$ cat src/rtl/chipdev_pkg.sv
// Shared constants and sizing helpers for the running-statistics front end.
package chipdev_pkg;

    localparam int unsigned DEFAULT_DATA_SIZE = 32'd32;

    function automatic int unsigned ptr_width(input int unsigned depth);
        return (depth > 32'd1) ? $clog2(depth) : 32'd1;
    endfunction

endpackage

$ cat src/rtl/serial_word_packer_fifo.sv
// Synchronous word FIFO with a registered head word, occupancy count and same-cycle push/pop.
module word_fifo
    import chipdev_pkg::*;
#(
    parameter int unsigned DW    = 32'd32,
    parameter int unsigned DEPTH = 32'd2
) (
    input  logic                         clk,
    input  logic                         resetn,
    input  logic                         push,
    input  logic [DW-1:0]                push_data,
    input  logic                         pop_ready,
    output logic [DW-1:0]                head,
    output logic                         head_valid,
    output logic [$clog2(DEPTH+1)-1:0]   count,
    output logic                         drop
);

    localparam int unsigned PW = ptr_width(DEPTH);
    localparam int unsigned CW = $clog2(DEPTH + 1);

    logic [DW-1:0] mem_q [DEPTH];
    logic [DW-1:0] mem_d [DEPTH];
    logic [PW-1:0] wr_ptr_q, wr_ptr_d;
    logic [PW-1:0] rd_ptr_q, rd_ptr_d;
    logic [CW-1:0] count_q, count_d;
    logic [DW-1:0] head_q, head_d;
    logic          valid_q, valid_d;
    logic          full_s, pop_s, push_ok_s;

    // Next-state FIFO control; a full FIFO still accepts a push when the head leaves on the same edge.
    always_comb begin
        full_s    = (count_q == CW'(DEPTH));
        pop_s     = valid_q && pop_ready;
        push_ok_s = push && (!full_s || pop_s);
        drop      = push && full_s && !pop_s;
        mem_d     = mem_q;
        if (push_ok_s) begin
            mem_d[wr_ptr_q] = push_data;
            wr_ptr_d        = wr_ptr_q + PW'(1);
        end else begin
            wr_ptr_d = wr_ptr_q;
        end
        if (pop_s) begin
            rd_ptr_d = rd_ptr_q + PW'(1);
        end else begin
            rd_ptr_d = rd_ptr_q;
        end
        case ({push_ok_s, pop_s})
            2'b10:   count_d = count_q + CW'(1);
            2'b01:   count_d = count_q - CW'(1);
            default: count_d = count_q;
        endcase
        valid_d = (count_d != '0);
        if (valid_d) begin
            head_d = mem_d[rd_ptr_d];
        end else begin
            head_d = '0;
        end
    end

    // FIFO state and registered head.
    always_ff @(posedge clk or negedge resetn) begin
        if (!resetn) begin
            for (int i = 0; i < int'(DEPTH); i++) begin
                mem_q[i] <= '0;
            end
            wr_ptr_q <= '0;
            rd_ptr_q <= '0;
            count_q  <= '0;
            head_q   <= '0;
            valid_q  <= 1'b0;
        end else begin
            mem_q    <= mem_d;
            wr_ptr_q <= wr_ptr_d;
            rd_ptr_q <= rd_ptr_d;
            count_q  <= count_d;
            head_q   <= head_d;
            valid_q  <= valid_d;
        end
    end

    assign head       = head_q;
    assign head_valid = valid_q;
    assign count      = count_q;

endmodule

$ cat src/rtl/serial_word_packer.sv
// Bit-serial to word-parallel packer: assembles qualified serial bits into words and buffers them.
module serial_word_packer
    import chipdev_pkg::*;
#(
    parameter int unsigned DATA_SIZE  = DEFAULT_DATA_SIZE,
    parameter bit          MSB_FIRST  = 1'b1,
    parameter int unsigned FIFO_DEPTH = 32'd2
) (
    input  logic                              clk,
    input  logic                              resetn,
    input  logic                              din,
    input  logic                              din_valid,
    input  logic                              sync,
    output logic [DATA_SIZE-1:0]              dout,
    output logic                              dout_valid,
    input  logic                              dout_ready,
    output logic [$clog2(FIFO_DEPTH+1)-1:0]   fill_level,
    output logic                              overflow,
    input  logic                              clr_overflow
);

    localparam int unsigned CNT_W = $clog2(DATA_SIZE);

    logic [DATA_SIZE-1:0] shift_q, shift_d, base_s, ins_s;
    logic [CNT_W-1:0]     bit_cnt_q, bit_cnt_d;
    logic                 overflow_q, overflow_d;
    logic                 push_s, drop_s;

    // Shift/count next state; sync restarts the word and suppresses a coincident completion.
    always_comb begin
        base_s = sync ? '0 : shift_q;
        if (MSB_FIRST) begin
            ins_s = {base_s[DATA_SIZE-2:0], din};
        end else begin
            ins_s = {din, base_s[DATA_SIZE-1:1]};
        end
        push_s = 1'b0;
        if (din_valid) begin
            if (!sync && (bit_cnt_q == CNT_W'(DATA_SIZE - 1))) begin
                push_s    = 1'b1;
                shift_d   = '0;
                bit_cnt_d = '0;
            end else begin
                shift_d   = ins_s;
                bit_cnt_d = (sync ? '0 : bit_cnt_q) + CNT_W'(1);
            end
        end else if (sync) begin
            shift_d   = '0;
            bit_cnt_d = '0;
        end else begin
            shift_d   = shift_q;
            bit_cnt_d = bit_cnt_q;
        end
    end

    // Sticky overflow; a drop on the same edge as a clear keeps the flag set.
    always_comb begin
        if (drop_s) begin
            overflow_d = 1'b1;
        end else if (clr_overflow) begin
            overflow_d = 1'b0;
        end else begin
            overflow_d = overflow_q;
        end
    end

    // Assembly state and overflow flag.
    always_ff @(posedge clk or negedge resetn) begin
        if (!resetn) begin
            shift_q    <= '0;
            bit_cnt_q  <= '0;
            overflow_q <= 1'b0;
        end else begin
            shift_q    <= shift_d;
            bit_cnt_q  <= bit_cnt_d;
            overflow_q <= overflow_d;
        end
    end

    word_fifo #(
        .DW    (DATA_SIZE),
        .DEPTH (FIFO_DEPTH)
    ) u_fifo (
        .clk        (clk),
        .resetn     (resetn),
        .push       (push_s),
        .push_data  (ins_s),
        .pop_ready  (dout_ready),
        .head       (dout),
        .head_valid (dout_valid),
        .count      (fill_level),
        .drop       (drop_s)
    );

    assign overflow = overflow_q;

endmodule
$ cat config.mk
export PLATFORM = sky130hd
export DESIGN_NAME = serial_word_packer
export DESIGN_NICKNAME = d
export VERILOG_FILES = /design/src/rtl/chipdev_pkg.sv /design/src/rtl/serial_word_packer_fifo.sv /design/src/rtl/serial_word_packer.sv
export SDC_FILE = /design/constraint.sdc
export NUM_CORES = 1
export LEC_CHECK = 0
export CAP_MARGIN = 5
export CORE_MARGIN = 5
export CORE_UTILIZATION = 53
export DETAILED_ROUTE_END_ITERATION = 10
export PLACE_DENSITY = 0.84
export SLEW_MARGIN = 30
export SYNTH_ARGS = -nofsm -noshare
export SYNTH_HDL_FRONTEND = slang
export SYNTH_SLANG_ARGS = --single-unit
$ cat constraint.sdc
create_clock -name clk -period 2.2 [get_ports clk]
set_input_delay 0.22 -clock clk [delete_from_list [all_inputs] [get_ports clk]]
set_output_delay 0.22 -clock clk [all_outputs]
set_load 0.01 [all_outputs]
# Word level (Yosys, flattened, before mapping)
# Index checks and enable logic that the tools add are counted.
dict set report word_totals {
  out_inout_bits 36
  reg_bits 138
}
dict set report op_classes {
  n_lt_le_gt_ge 3
  n_addsub 5
  n_eq_ne 4
  reduce_logical 12
  n_mux 20
  bitwise 2
}
# operator count
set ops {}
lappend ops {{$mux 32} 5}
lappend ops {{$mux 31} 3}
lappend ops {{$bwmux 64} 1}
lappend ops {{$mux 64} 1}
lappend ops {{$demux 32 s1} 1}
lappend ops {{$mux 5} 3}
lappend ops {{$logic_and 1x1->1} 6}
lappend ops {{$add 5x1->5 const B} 1}
lappend ops {{$eq 5x5->1 const B} 1}
lappend ops {{$mux 1} 5}
lappend ops {{$eq 2x2->1 const B} 2}
lappend ops {{$ge 2x2->1 const B} 2}
lappend ops {{$not 1->2} 2}
lappend ops {{$pmux 2 s2} 1}
lappend ops {{$reduce_bool 2->1} 2}
lappend ops {{$logic_not 1->1} 3}
lappend ops {{$add 1x1->1 const B} 2}
lappend ops {{$add 2x1->2 const B} 1}
lappend ops {{$eq 2x1->1 const B} 1}
lappend ops {{$lt 2x1->1 const B} 1}
lappend ops {{$sub 2x1->2 const B} 1}
lappend ops {{$logic_or 1x1->1} 1}

# Logic depth before layout (Yosys ltp)
dict set report depth {
  depth_word 11
  depth_mapped 10
}

# Modules after synthesis
# From an unflattened synthesis, not the netlist that was laid out.
dict set report hier_totals {
  hier_cells 543
  area_unflattened_um2 6117.1
}
# mod seq_area_each_um2 cells_each area_each_um2 instances
set by_module_without_submodules {}
lappend by_module_without_submodules {word_fifo 2527.4 376 4321.6 1}
lappend by_module_without_submodules {serial_word_packer 925.9 167 1795.5 1}

# Worst setup path before layout
# Ideal clock, no wire load.
dict set report synth_timing {
  kind {register to register}
  start {register u_fifo.count_q[1], in the netlist u_fifo.count[1]}
  end {register u_fifo.head_q[22], in the netlist u_fifo.head[22]}
  arrival_ns 2.302
  path_stages_with_launch 10
  period_less_slack_ns 2.428
  slack_ns -0.228
  cell_sequence {dfrtp_1 nor2b_1 a211oi_4 buf_6 inv_1 ha_1 o21a_1 nor3_2 buf_2 a31oi_1}
}
dict set report synth_between {
  elab_chain_cells 9
  elab_cells_between_ends 15
}
# element line_no
set synth_rtl {}
lappend synth_rtl {{start, declared} serial_word_packer_fifo.sv:26} ;# logic [CW-1:0] count_q, count_d;
lappend synth_rtl {{start signal, assigned} serial_word_packer_fifo.sv:77} ;# count_q <= count_d;
lappend synth_rtl {{$eq 2x2->1} serial_word_packer_fifo.sv:33} ;# full_s = (count_q == CW'(DEPTH));
lappend synth_rtl {{$logic_not 1->1} serial_word_packer_fifo.sv:35} ;# push_ok_s = push && (!full_s || pop_s);
lappend synth_rtl {{$logic_or 1x1->1} serial_word_packer_fifo.sv:35}
lappend synth_rtl {{$logic_and 1x1->1} serial_word_packer_fifo.sv:35}
lappend synth_rtl {{$mux 64} serial_word_packer_fifo.sv:38} ;# if (push_ok_s) begin
lappend synth_rtl {{$mux 32 (not written as such) (3 in series)} serial_word_packer_fifo.sv:56} ;# head_d = mem_d[rd_ptr_d];
lappend synth_rtl {{$mux 32 (*)} serial_word_packer_fifo.sv:55} ;# if (valid_d) begin
lappend synth_rtl {{via u_fifo.head_d[22]} serial_word_packer_fifo.sv:27} ;# logic [DW-1:0] head_q, head_d;
lappend synth_rtl {{end signal, assigned} serial_word_packer_fifo.sv:71} ;# head_q <= '0;
lappend synth_rtl {{end signal, assigned} serial_word_packer_fifo.sv:78} ;# head_q <= head_d;
lappend synth_rtl {{end, declared} serial_word_packer_fifo.sv:27}
# Mark *: on every way through the listed nets, which the timed path passes. The rest lies on a longest branch. The select of a mux whose other input is x is not followed.
# A chain may end at the register's enable or synchronous reset.

# Worst setup path in the final report
dict set report layout_timing {
  start {register u_fifo.valid_q, in the netlist u_fifo.head_valid}
  end {register u_fifo.head_q[4], in the netlist u_fifo.head[4]}
}
dict set report layout_between {
  elab_chain_cells 8
  elab_cells_between_ends 14
}
# element line_no
set layout_rtl {}
lappend layout_rtl {{start, declared} serial_word_packer_fifo.sv:28} ;# logic valid_q, valid_d;
lappend layout_rtl {{start signal, assigned} serial_word_packer_fifo.sv:79} ;# valid_q <= valid_d;
lappend layout_rtl {{$logic_and 1x1->1 (*)} serial_word_packer_fifo.sv:34} ;# pop_s = valid_q && pop_ready;
lappend layout_rtl {{$logic_or 1x1->1} serial_word_packer_fifo.sv:35}
lappend layout_rtl {{$logic_and 1x1->1} serial_word_packer_fifo.sv:35}
lappend layout_rtl {{$mux 64} serial_word_packer_fifo.sv:38}
lappend layout_rtl {{$mux 32 (not written as such) (3 in series)} serial_word_packer_fifo.sv:56}
lappend layout_rtl {{$mux 32 (*)} serial_word_packer_fifo.sv:55}
lappend layout_rtl {{via u_fifo.head_d[4]} serial_word_packer_fifo.sv:27}
# Marked as above.

==> out/metrics.csv <==
metric,value,unit
final RePlAce weighted congestion,0.811,
DR iter-0 viols,692,
synth cell count leaders,"dfrtp_1 (138), nand2_1 (66), nor2_1 (66), nand3_1 (65), o21ai_0 (61)",
Area Overhead vs Synth,21.8,%
drt wl/cell,19.4,um
cts bufs inserted,17,
Clock Sinks,138,
Cell Pwr Density,754,mW/mm^2
initial antenna violation count,0,
area of the mapped netlist,0.00622,sq mm
Post-synth top flop,dfrtp_1,
vias in the first global route,5473,
worst-margin pin slew,0.721,ns
most common cell in the netlist,dfrtp_1,
routed wire length,16300,um
ANT nets after route,0,
"top cells by area, synth","dfrtp_1 (55%), nand3_1 (5.2%), o21ai_0 (4.9%)",
largest net degree at the start of global routing,69,
Crit path required time,2.49,ns
Synthesized Nets,660,
setup TNS,0,ns
first-pass GRT wire length,26900,um
root buf cell,clkbuf_16,
WP buf/inv,3,
"Distinct cells, synth",41,
# IOs,43,
Seq cells post-synth,138,
Hold/Removal Path Class,primary input to register,
die area,0.0140,sq mm
Peak supply drop,0.580,mV
max cap viols,0,
Post-Synthesis Cells,651,
H-tree Lvls,4,
I/O Buffers,42,
crit start category,register,
setup violators final,0,
DRT Pass-1 Iters,7,
Post-synth EDFFs,0,
min Tclk post-route,2.17,ns
cell area after layout,0.00758,sq mm
fin. max-slew vios,0,
worst slack at placement,-0.147,ns
post-synth top area share,55.5,%
chip height,118,um
Layout Nets,695,
Starting Density,54.3,%
share of layout cells above drive strength 1,12.9,%
Hold Fails Final Rpt,0,
Antenna Cells,0,
hpwl dp,8760,um
DR DRC count,0,
outcome,completed,
slew margin rel.,51.9,%
crit end category,register,
CTS tree,yes,
Total Routing Usage GR,23.5,%
total power,0.00572,W
Post-synth ARST share,100,%
Synth area leader,dfrtp_1,
Worst-path clk slew,0.06,ns
"Core Util, Final",66.1,%
"Seq/Total Area, Yosys",55.5,%
Crit path largest cell delay,0.41,ns
Max clock buf depth,2,
"Warnings, synthesis",0,
CP Data Arrival Time,2.46,ns
"setup slack, reg-to-reg",0.03,ns
Mapped Avg Cell Area,9.56,sq um
worst setup margin,0.0312,ns
worst skew pair latency,0.42,ns
"Critical Path, Cell by Cell",nand2_2 -> a211oi_4 -> inv_4 -> ha_4 -> xnor2_2 -> o21a_1 -> nor3_4 -> buf_12 -> clkbuf_16 -> a31oi_1,
Crit Path Category,register to register,
Placed Area,0.00685,sq mm
core outline area,0.0115,sq mm
Max Freq,461,MHz
Die W,118,um
vias per inst,6.21,
GRT overflow,0,
Leakage,3.22,nW
family with the most delay on the worst path,compound AO/OA/AOI/OAI gates,
CP max stage cell,dfrtp_1,
total number of vias,5232,
clock skew,0.00933,ns
crit share post-route,98.6,%
crit-path max FO,8,
Row Count,39,
[placed cells by master (no fill, tap or decap), types with 2 or more instances in the layout]
master           instances
dfrtp_1                133
nand2_1                 66
nor2_1                  65
nand3_1                 64
o21ai_0                 61
clkdlybuf4s50_1         39
a21oi_1                 33
nand2b_1                32
nor2b_1                 32
nand4_1                 32
a31oi_1                 32
buf_4                   19
clkbuf_16               18
buf_12                   9
dfrtp_2                  5
clkbuf_8                 5
clkinvlp_4               4
bufinv_16                3
inv_2                    2
inv_1                    2
o2111ai_4                2
o21ai_1                  2
mux2_1                   2
xnor2_2                  2
xor2_1                   2
xnor2_1                  2
clkinv_2                 2
buf_2                    2
[metal layers]
metal  track usage (%)  wire length (um)
met1              28.6              6310
met2              39.1              8340
met3              5.06              1170
met4              12.3               524
met5                 0                 0
[through the flow]
step	std cells	hold WS [ns]
floorplan	651	-0.0756
global placement	804	0.145
detailed placement	804	0.154
CTS	837	0.221
global route	842	0.271
finish	842	0.229
[worst reg2reg max path, delay by kind of cell, from the launching register on]
| family | cells | cell delay [ns] |
|---|---|---|
| buffers and inverters | 3 | 0.37 |
| AOI/OAI and AO/OA | 3 | 0.64 |
| xor gates and xnor gates | 1 | 0.15 |
| adders and majority gates | 1 | 0.17 |
| and+or+nand+nor | 2 | 0.31 |
| DFF | 1 | 0.41 |
[power breakdown]
| part | internal, W | switching [W] |
|---|---|---|
| combinational | 0.0000411 | 0.000107 |
| clock | 0.00193 | 0.00108 |
| sequential | 0.00255 | 0.00000760 |
[logic make-up after synthesis]
kind of cell / count (synthesis) / share of synthesized area [%]
multiplexers: 4 / 0.704
AO/OA/AOI/OAI: 134 / 12.5
AND/OR/NAND/NOR: 305 / 24.7
XOR/XNOR: 7 / 1.21
flip-flops: 138 / 55.5
buffers and inverters: 61 / 4.97
adder cells (fa/ha/maj): 2 / 0.402
[sequential cells by signal (all words and copies together), names as in the netlist]
register and flops:
shift_q 31, u_fifo.count 2, bit_cnt_q 5, u_fifo.rd_ptr_q 1, u_fifo.head 32, overflow 1, u_fifo.head_valid 1, u_fifo.wr_ptr_q 1
u_fifo.mem_q 64
[final cells by class]
type,count,area (sq um)
fillers,809,3890
flip-flops and latches,138,3460
multi-input cells,452,2510
repair buffers,72,769
clock buffers,22,494
inverters,5,21.3
well taps,143,179
clock inverters,10,139
[final timing paths]
check	startpoint	to	cells after the start
setup / recovery	u_fifo.head_valid	u_fifo.head[4]	10
hold / removal	din_valid	bit_cnt_q[2]	4
setup reg to reg	u_fifo.head_valid	u_fifo.head[4]	10
hold reg to reg	u_fifo.mem_q[49]	u_fifo.mem_q[49]	2
max in group asynchronous	resetn	u_fifo.mem_q[8]	3
min in group asynchronous	resetn	u_fifo.head_valid	2
[timing repair]
item,CTS,global route
gates resized for setup,1,4
endpoints found under the hold margin,37,0
hold buffers,1,0
pin swaps,0,2
gates cloned,0,1
endpoints found under the setup margin,1,33
buffers inserted,0,4
Power figures use the tool's default switching activity.
